File: src/rtl/collision_host_sequencer_if.sv
// Command, custom-instruction and response signals between the collision host sequencer and its peers.
// master = sequencer side; slave = command source, responder and response sink.
interface collision_host_sequencer_if;
    logic         cmd_valid;
    logic         cmd_ready;
    logic [511:0] cmd_message;
    logic [31:0]  cmd_target;

    logic         ci_clk_en;
    logic         ci_start;
    logic [2:0]   ci_n;
    logic [31:0]  ci_dataa;
    logic [31:0]  ci_datab;
    logic         ci_done;
    logic [31:0]  ci_result;

    logic         rsp_valid;
    logic         rsp_ready;
    logic         rsp_found;
    logic         rsp_timeout;
    logic [31:0]  rsp_counter;
    logic [31:0]  rsp_digests;
    logic [15:0]  rsp_polls;

    modport master (
        input  cmd_valid, cmd_message, cmd_target, ci_done, ci_result, rsp_ready,
        output cmd_ready, ci_clk_en, ci_start, ci_n, ci_dataa, ci_datab,
               rsp_valid, rsp_found, rsp_timeout, rsp_counter, rsp_digests, rsp_polls
    );

    modport slave (
        output cmd_valid, cmd_message, cmd_target, ci_done, ci_result, rsp_ready,
        input  cmd_ready, ci_clk_en, ci_start, ci_n, ci_dataa, ci_datab,
               rsp_valid, rsp_found, rsp_timeout, rsp_counter, rsp_digests, rsp_polls
    );
endinterface

File: src/rtl/collision_host_sequencer.sv
// Host driver for the collision custom instruction: one command -> 8 loads, start, paced polls, reads, response.
// Latency is responder-bound plus POLL_GAP idle cycles per poll; cmd_ready only in IDLE, response held until rsp_ready.
module collision_host_sequencer #(
    parameter int POLL_GAP  = 8,
    parameter int MAX_POLLS = 65535
) (
    input logic                        clk,
    input logic                        reset,
    collision_host_sequencer_if.master bus
);

    localparam int              GAP_W      = (POLL_GAP > 1) ? $clog2(POLL_GAP) : 1;
    localparam logic [GAP_W-1:0] GAP_LAST  = GAP_W'(POLL_GAP - 1);
    localparam logic [15:0]     POLL_LIMIT = 16'(MAX_POLLS);

    typedef enum logic [2:0] {
        IDLE, LOAD, START, GAP, POLL, READ_COL, READ_DIG, RESP
    } seqState_t;

    seqState_t        state, nextState;
    logic [511:0]     message;
    logic [31:0]      target;
    logic [2:0]       loadIdx;
    logic             issued;
    logic [GAP_W-1:0] gapCnt;
    logic [15:0]      pollCount;
    logic [15:0]      pollNext;
    logic             rspFound;
    logic             rspTimeout;
    logic [31:0]      rspCounter;
    logic [31:0]      rspDigests;
    logic             clkEn;

    logic             accept;
    logic             issueState;
    logic             opDone;
    logic [2:0]       opN;
    logic [31:0]      opA;
    logic [31:0]      opB;

    assign accept   = bus.cmd_valid && (state == IDLE);
    assign opDone   = issueState && bus.ci_done;
    assign pollNext = pollCount + 16'd1;

    always_comb begin
        nextState  = state;
        issueState = 1'b0;
        opN        = 3'd0;
        opA        = 32'd0;
        opB        = 32'd0;
        case (state)
            IDLE: begin
                if (accept) nextState = LOAD;
            end
            LOAD: begin
                // message shifts up one word pair per completed load, so the pair is always on top
                issueState = 1'b1;
                opA        = message[511:480];
                opB        = message[479:448];
                if (bus.ci_done && loadIdx == 3'd7) nextState = START;
            end
            START: begin
                issueState = 1'b1;
                opN        = 3'd1;
                opA        = target;
                if (bus.ci_done) nextState = GAP;
            end
            GAP: begin
                if (gapCnt == GAP_LAST) nextState = POLL;
            end
            POLL: begin
                issueState = 1'b1;
                opN        = 3'd3;
                if (bus.ci_done) begin
                    if (bus.ci_result[0])          nextState = READ_COL;
                    else if (pollNext == POLL_LIMIT) nextState = READ_DIG;
                    else                           nextState = GAP;
                end
            end
            READ_COL: begin
                issueState = 1'b1;
                opN        = 3'd2;
                if (bus.ci_done) nextState = READ_DIG;
            end
            READ_DIG: begin
                issueState = 1'b1;
                opN        = 3'd4;
                if (bus.ci_done) nextState = RESP;
            end
            RESP: begin
                if (bus.rsp_ready) nextState = IDLE;
            end
            default: nextState = IDLE;
        endcase
    end

    always_ff @(posedge clk or negedge reset) begin
        if (!reset) begin
            state      <= IDLE;
            message    <= '0;
            target     <= '0;
            loadIdx    <= '0;
            issued     <= 1'b0;
            gapCnt     <= '0;
            pollCount  <= '0;
            rspFound   <= 1'b0;
            rspTimeout <= 1'b0;
            rspCounter <= '0;
            rspDigests <= '0;
            clkEn      <= 1'b0;
        end else begin
            state <= nextState;
            clkEn <= 1'b1;
            // issued marks "start already sent, waiting for done" so the pulse is never repeated
            issued <= issueState && !bus.ci_done;
            gapCnt <= (state == GAP) ? gapCnt + GAP_W'(1) : '0;

            if (accept) begin
                message    <= bus.cmd_message;
                target     <= bus.cmd_target;
                loadIdx    <= '0;
                pollCount  <= '0;
                rspFound   <= 1'b0;
                rspTimeout <= 1'b0;
                rspCounter <= '0;
                rspDigests <= '0;
            end

            if (opDone) begin
                case (state)
                    LOAD: begin
                        message <= message << 64;
                        loadIdx <= loadIdx + 3'd1;
                    end
                    POLL: begin
                        pollCount <= pollNext;
                        if (!bus.ci_result[0] && pollNext == POLL_LIMIT) rspTimeout <= 1'b1;
                    end
                    READ_COL: begin
                        rspCounter <= bus.ci_result;
                        rspFound   <= 1'b1;
                    end
                    READ_DIG: rspDigests <= bus.ci_result;
                    default: ;
                endcase
            end
        end
    end

    assign bus.cmd_ready   = (state == IDLE);
    assign bus.ci_clk_en   = clkEn;
    assign bus.ci_start    = issueState && !issued;
    assign bus.ci_n        = opN;
    assign bus.ci_dataa    = opA;
    assign bus.ci_datab    = opB;
    assign bus.rsp_valid   = (state == RESP);
    assign bus.rsp_found   = rspFound;
    assign bus.rsp_timeout = rspTimeout;
    assign bus.rsp_counter = rspCounter;
    assign bus.rsp_digests = rspDigests;
    assign bus.rsp_polls   = pollCount;

endmodule
File: src/flat_wrapper.sv
// flat-port wrapper written by rule: the top's interface ports become plain ports
module collision_host_sequencer_flat 
#(
    parameter int POLL_GAP  = 8,
    parameter int MAX_POLLS = 65535
)
  (clk, reset, bus_cmd_valid, bus_cmd_message, bus_cmd_target, bus_ci_done, bus_ci_result, bus_rsp_ready, bus_cmd_ready, bus_ci_clk_en, bus_ci_start, bus_ci_n, bus_ci_dataa, bus_ci_datab, bus_rsp_valid, bus_rsp_found, bus_rsp_timeout, bus_rsp_counter, bus_rsp_digests, bus_rsp_polls);
  collision_host_sequencer_if bus_i ();
  input logic clk;
  input logic reset;
  input wire logic [$bits(bus_i.cmd_valid)-1:0] bus_cmd_valid;
  input wire logic [$bits(bus_i.cmd_message)-1:0] bus_cmd_message;
  input wire logic [$bits(bus_i.cmd_target)-1:0] bus_cmd_target;
  input wire logic [$bits(bus_i.ci_done)-1:0] bus_ci_done;
  input wire logic [$bits(bus_i.ci_result)-1:0] bus_ci_result;
  input wire logic [$bits(bus_i.rsp_ready)-1:0] bus_rsp_ready;
  output wire logic [$bits(bus_i.cmd_ready)-1:0] bus_cmd_ready;
  output wire logic [$bits(bus_i.ci_clk_en)-1:0] bus_ci_clk_en;
  output wire logic [$bits(bus_i.ci_start)-1:0] bus_ci_start;
  output wire logic [$bits(bus_i.ci_n)-1:0] bus_ci_n;
  output wire logic [$bits(bus_i.ci_dataa)-1:0] bus_ci_dataa;
  output wire logic [$bits(bus_i.ci_datab)-1:0] bus_ci_datab;
  output wire logic [$bits(bus_i.rsp_valid)-1:0] bus_rsp_valid;
  output wire logic [$bits(bus_i.rsp_found)-1:0] bus_rsp_found;
  output wire logic [$bits(bus_i.rsp_timeout)-1:0] bus_rsp_timeout;
  output wire logic [$bits(bus_i.rsp_counter)-1:0] bus_rsp_counter;
  output wire logic [$bits(bus_i.rsp_digests)-1:0] bus_rsp_digests;
  output wire logic [$bits(bus_i.rsp_polls)-1:0] bus_rsp_polls;
  assign bus_i.cmd_valid = bus_cmd_valid;
  assign bus_i.cmd_message = bus_cmd_message;
  assign bus_i.cmd_target = bus_cmd_target;
  assign bus_i.ci_done = bus_ci_done;
  assign bus_i.ci_result = bus_ci_result;
  assign bus_i.rsp_ready = bus_rsp_ready;
  assign bus_cmd_ready = bus_i.cmd_ready;
  assign bus_ci_clk_en = bus_i.ci_clk_en;
  assign bus_ci_start = bus_i.ci_start;
  assign bus_ci_n = bus_i.ci_n;
  assign bus_ci_dataa = bus_i.ci_dataa;
  assign bus_ci_datab = bus_i.ci_datab;
  assign bus_rsp_valid = bus_i.rsp_valid;
  assign bus_rsp_found = bus_i.rsp_found;
  assign bus_rsp_timeout = bus_i.rsp_timeout;
  assign bus_rsp_counter = bus_i.rsp_counter;
  assign bus_rsp_digests = bus_i.rsp_digests;
  assign bus_rsp_polls = bus_i.rsp_polls;
  collision_host_sequencer #(.POLL_GAP(POLL_GAP), .MAX_POLLS(MAX_POLLS)) u_core (.clk(clk), .reset(reset), .bus(bus_i));
endmodule
File: config.mk
export PLATFORM = sky130hd
export DESIGN_NAME = collision_host_sequencer_flat
export DESIGN_NICKNAME = d
export VERILOG_FILES = /design/src/rtl/collision_host_sequencer_if.sv /design/src/rtl/collision_host_sequencer.sv /design/src/flat_wrapper.sv
export SDC_FILE = /design/constraint.sdc
export NUM_CORES = 1
export LEC_CHECK = 0
export ABC_AREA = 1
export CAP_MARGIN = 25
export CORE_AREA = 2 2 287 289
export DETAILED_ROUTE_END_ITERATION = 10
export DIE_AREA = 0 0 289 291
export GPL_ROUTABILITY_DRIVEN = 0
export SLEW_MARGIN = 25
export SYNTH_ARGS = -nofsm -noshare
export SYNTH_HDL_FRONTEND = slang
export SYNTH_SLANG_ARGS = --single-unit
File: constraint.sdc
create_clock -name clk -period 4.5 [get_ports clk]
set_input_delay 0.9 -clock clk [delete_from_list [all_inputs] [get_ports clk]]
set_output_delay 0.9 -clock clk [all_outputs]
set_load 0.03 [all_outputs]
# Word level (Yosys, flattened, before mapping)
# Index checks and enable logic that the tools add are counted.
[totals]
out_inout_bits = 153
register_bits = 637
word_cells = 83
in_bits = 581
[classes]
addsub = 3
n_eq_ne = 18
n_reduce_logical = 12
muxes = 38
[ops]
columns = ["operator", "count"]
rows = [
  ["$mux 512", 3],
  ["$mux 32", 7],
  ["$pmux 32 s2", 1],
  ["$mux 16", 3],
  ["$mux 3", 14],
  ["$pmux 3 s8", 1],
  ["$eq 3x3->1 const B", 6],
  ["$add 16x1->16 const B", 1],
  ["$eq 16x16->1 const B", 1],
  ["$pmux 3 s4", 1],
  ["$ne 2x2->1 const B", 5],
  ["$mux 1", 8],
  ["$reduce_and 8->1", 1],
  ["$add 3x1->3 const B", 2],
  ["$eq 3x2->1 const B", 2],
  ["$logic_and 1x1->1", 6],
  ["$ne 2x1->1 const B", 3],
  ["$reduce_or 5->1", 1],
  ["$eq 3x1->1 const B", 1],
  ["$logic_not 1->1", 3],
  ["$logic_not 3->1", 1],
]

# Logic depth before layout (Yosys ltp)
[logic_depth]
word_depth = 6
mapped_depth = 15
depth_no_buf = 15

# Worst setup path before layout
# No wires, ideal clock.
[synth_timing]
path_kind = "register -> output"
from = "reg u_core.state[1]"
to = "out bus_ci_dataa[10]"
path_buffers = 3
t_arrival_ps = 1712
stages_incl_launch_ff = 8
t_required_ps = 3600
slack_ps = 1888
cell_sequence = "dfrtp_1 buf_2 nor2_2 inv_2 nor2_4 clkbuf_1 clkbuf_1 a32o_1"
[synth_between]
elab_chain_cells = 2
elab_cells_between_ends = 3
cone_classes = "eq/ne (2); mux (1)"
[synth_rtl]
columns = ["element", "line_no", "text"]
rows = [
  ["start, declared", "collision_host_sequencer.sv:20", "seqState_t state, nextState;"],
  ["start signal, assigned", "collision_host_sequencer.sv:112", "state <= nextState;"],
  ["$eq 3x2->1 / $eq 3x1->1 (equally long branches)", "collision_host_sequencer.sv:51", "case (state)"],
  ["$pmux 32 s2 (*)", "collision_host_sequencer.sv:51", ""],
  ["end, declared", "flat_wrapper.sv:21", "output wire logic [$bits(bus_i.ci_dataa)-1:0] bus_ci_dataa;"],
]
# Mark *: on every way between the ends. The rest lies on a longest branch, timed or not.

# Worst setup path after layout
[layout_timing]
from = "reg u_core.state[0]"
to = "out bus_ci_dataa[29]"
# The elaborated chain is that of the path after synthesis.

==> out/qor.yml <==
path_clk_slew_ns: 0.06
io_buffers: 733
required_ns: 3.60
syn_inst: 3499
period_minus_slack_ns: 3.98
synth_area_per_cell_sq_um: 8.19
synth_nets: 4086
grt_antenna_before_repair: 63
r2r-start: "u_core.state[0]"
worstPathArrival_ns: 3.08
grt_pass1_wl_microns: 160000
drt_drc_violations_left: 0
ys_types: 30
status: "finished clean"
slew_viol_final: 0
syn_to_final_growth_pct: 37.3
synth_flop_cell: "dfrtp_1"
postRouteAntennaNets: 0
worstMarginPinSlew_ns: 0.922
path_max_fanout: 36
max_freq_mhz: 251
timing.rr.end: "u_core.message[392]"
nNetsFinal: 4681
core-area_sq_um: 81200
grt_overflow_total: 0
finalCritPeriodShare: 0.885
grt_usage: 0.249
maxCapViolCount: 0
ctsHoldBuffers: 0
slew_headroom: 0.385
dp.final_hpwl_microns: 76200
fin_area_sq_um: 39400
io_pins: 734
rows: 105
power.density_nw_per_um2: 683
layout-drive-gt1-share: 0.0444
clock_latency_ns: 0.63
post-cts-setup-buffers: 0
reg2reg_depth: 10
dp_slack_ns: 1.18
ys_warn_count: 0
cts_resized: 0
drt-total-wl_microns: 108000
clock-root-buffer: "clkbuf_16"
num-fill-cells: 7884
multiInputGateArea_sq_um: 11200
vdd_drop_max_mv: 0.337
ff_latch_area_sq_um: 15900
cts_tree: "built"
die_area_sq_um: 84100
critPathLaunchType: "flop"
finClkSkew_ns: 0.0401
h-tree-depth: 3
postPlaceCellArea_sq_um: 36800
total_power_uw: 26900
total_leakage_power_uw: 0.0177
setup_ws_ns: 0.517
critPathKind: "reg -> out"
cts_buffers: 74
hp-class: "in -> async"
finalSetupViolations: 0
dr.pass1.iters: 5
synth_edf_count: 0
die_w_microns: 289
crit_path_end_kind: "output pin"
yosysSeqAreaShare: 0.556
utilization: 0.485
async_reset_ff_frac: 1.00
initial_core_util: 0.353
syn_area_sq_um: 28700
via_count: 26500
grt_pass1_vias: 25216
grt_max_degree: 193
r2r_slack_ns: 1.48
rsz0062_at_grt: "no"
via_per_inst: 5.04
clockBufferDepth: 3
drt-initial-drc-count: 2384
die_h_microns: 291
ys_seq_elements: 637
clock-sinks: 637
fin_setup_tns_ns: 0
wire_per_inst_microns: 20.5
finalHoldViolations: 0
cells in the final DEF (no fill, tap or decap), types with 3 or more instances in the layout:
cell,count
nand4_1,7
diode_2,38
buf_4,32
clkinv_2,12
nor2_1,508
clkbuf_8,20
nand2_1,1250
o21ai_0,94
clkbuf_16,75
a32o_1,29
inv_1,76
clkbuf_1,13
nand3_1,94
buf_12,22
o31ai_1,5
a21oi_1,66
inv_2,5
clkdlybuf4s50_1,732
a31oi_1,433
nor2_2,3
clkinv_16,3
dfrtp_1,637
ha_1,6
metrics by stage:
step / hold slack [ns] / instances
after floorplan: 0.410 / 3499
after global placement: 0.424 / 5088
after detailed placement: 0.440 / 5088
after CTS: 0.307 / 5216
after global routing: 0.326 / 5247
final: 0.305 / 5254
state kept, by name, indices dropped and copies added (netlist names):
register,cells
u_core.message,512
u_core.bus.rsp_counter,32
u_core.bus.rsp_digests,32
u_core.target,32
u_core.bus.rsp_polls,16
u_core.gapCnt,3
u_core.loadIdx,3
u_core.state,3
u_core.bus.ci_clk_en,1
u_core.bus.rsp_found,1
u_core.bus.rsp_timeout,1
u_core.issued,1
cell families (layout without fill, tap and decap cells):
kind of cell             count (synthesis)  count (layout)  share of synthesized area
AND/OR/NAND/NOR                       1871            1871                      0.252
buffers and inverters                  351             998                     0.0540
other                                    1              39                   0.000131
flip-flops                             637             637                      0.556
adder cells (fa/ha/maj)                  6               6                    0.00262
AO/OA/AOI/OAI                          633             633                      0.135
routing by layer:
metal  global-route usage  vias to the layer above  routed length, microns
li1                     -                    12813                       -
met1                0.343                    12592                   46900
met2                0.379                      873                   50100
met3               0.0658                      174                    7870
met4               0.0867                       48                    2450
met5                    0                        -                     292
cell type report:
cell class,instances,area share
Sequential cell,637,0.405
Tap cell,1070,0.0340
Timing Repair Buffer,787,0.204
Clock buffer,108,0.0559
Multi-Input combinational cell,2511,0.284
Antenna cell,38,0.00242
Inverter,83,0.00830
Clock inverter,20,0.00620
worst max-delay path by stage:
stage                          from  cells past startpoint            endpoint
floorplan           u_core.state[1]                      7    bus_ci_dataa[10]
global placement      bus_cmd_valid                      6  u_core.message[65]
detailed placement  u_core.state[0]                      7    bus_ci_dataa[29]
CTS                 u_core.state[0]                      7    bus_ci_dataa[29]
global route        u_core.state[0]                      7     bus_ci_dataa[4]
finish              u_core.state[0]                      7    bus_ci_dataa[29]
power by group:
part,internal (uW),switching (uW)
sequential,8660,1880
combinational,4140,6110
clock,3530,2540
critical path, stage by stage (launching register included):
cell             delay [ns]
dfrtp_1                0.49
inv_2                  0.07
nor2_2                 0.12
inv_2                  0.06
nor2_4                 0.29
inv_2                  0.38
o21ai_0                0.32
clkdlybuf4s50_1        0.71
synthesized netlist by cell type (all sizes together), types with 6 or more instances:
cell type     n  area (sq um)
o21ai        96           480
buf         155           813
nand4         7          43.8
ha            6          75.1
inv          83           312
dfrtp       637         15900
a32o         29           290
nand3        94           470
a21oi        66           330
nand2      1251          4700
a31oi       433          2710
nor2        514          1970
clkbuf      113           424
No activity file was read; power rests on OpenSTA's default activity.
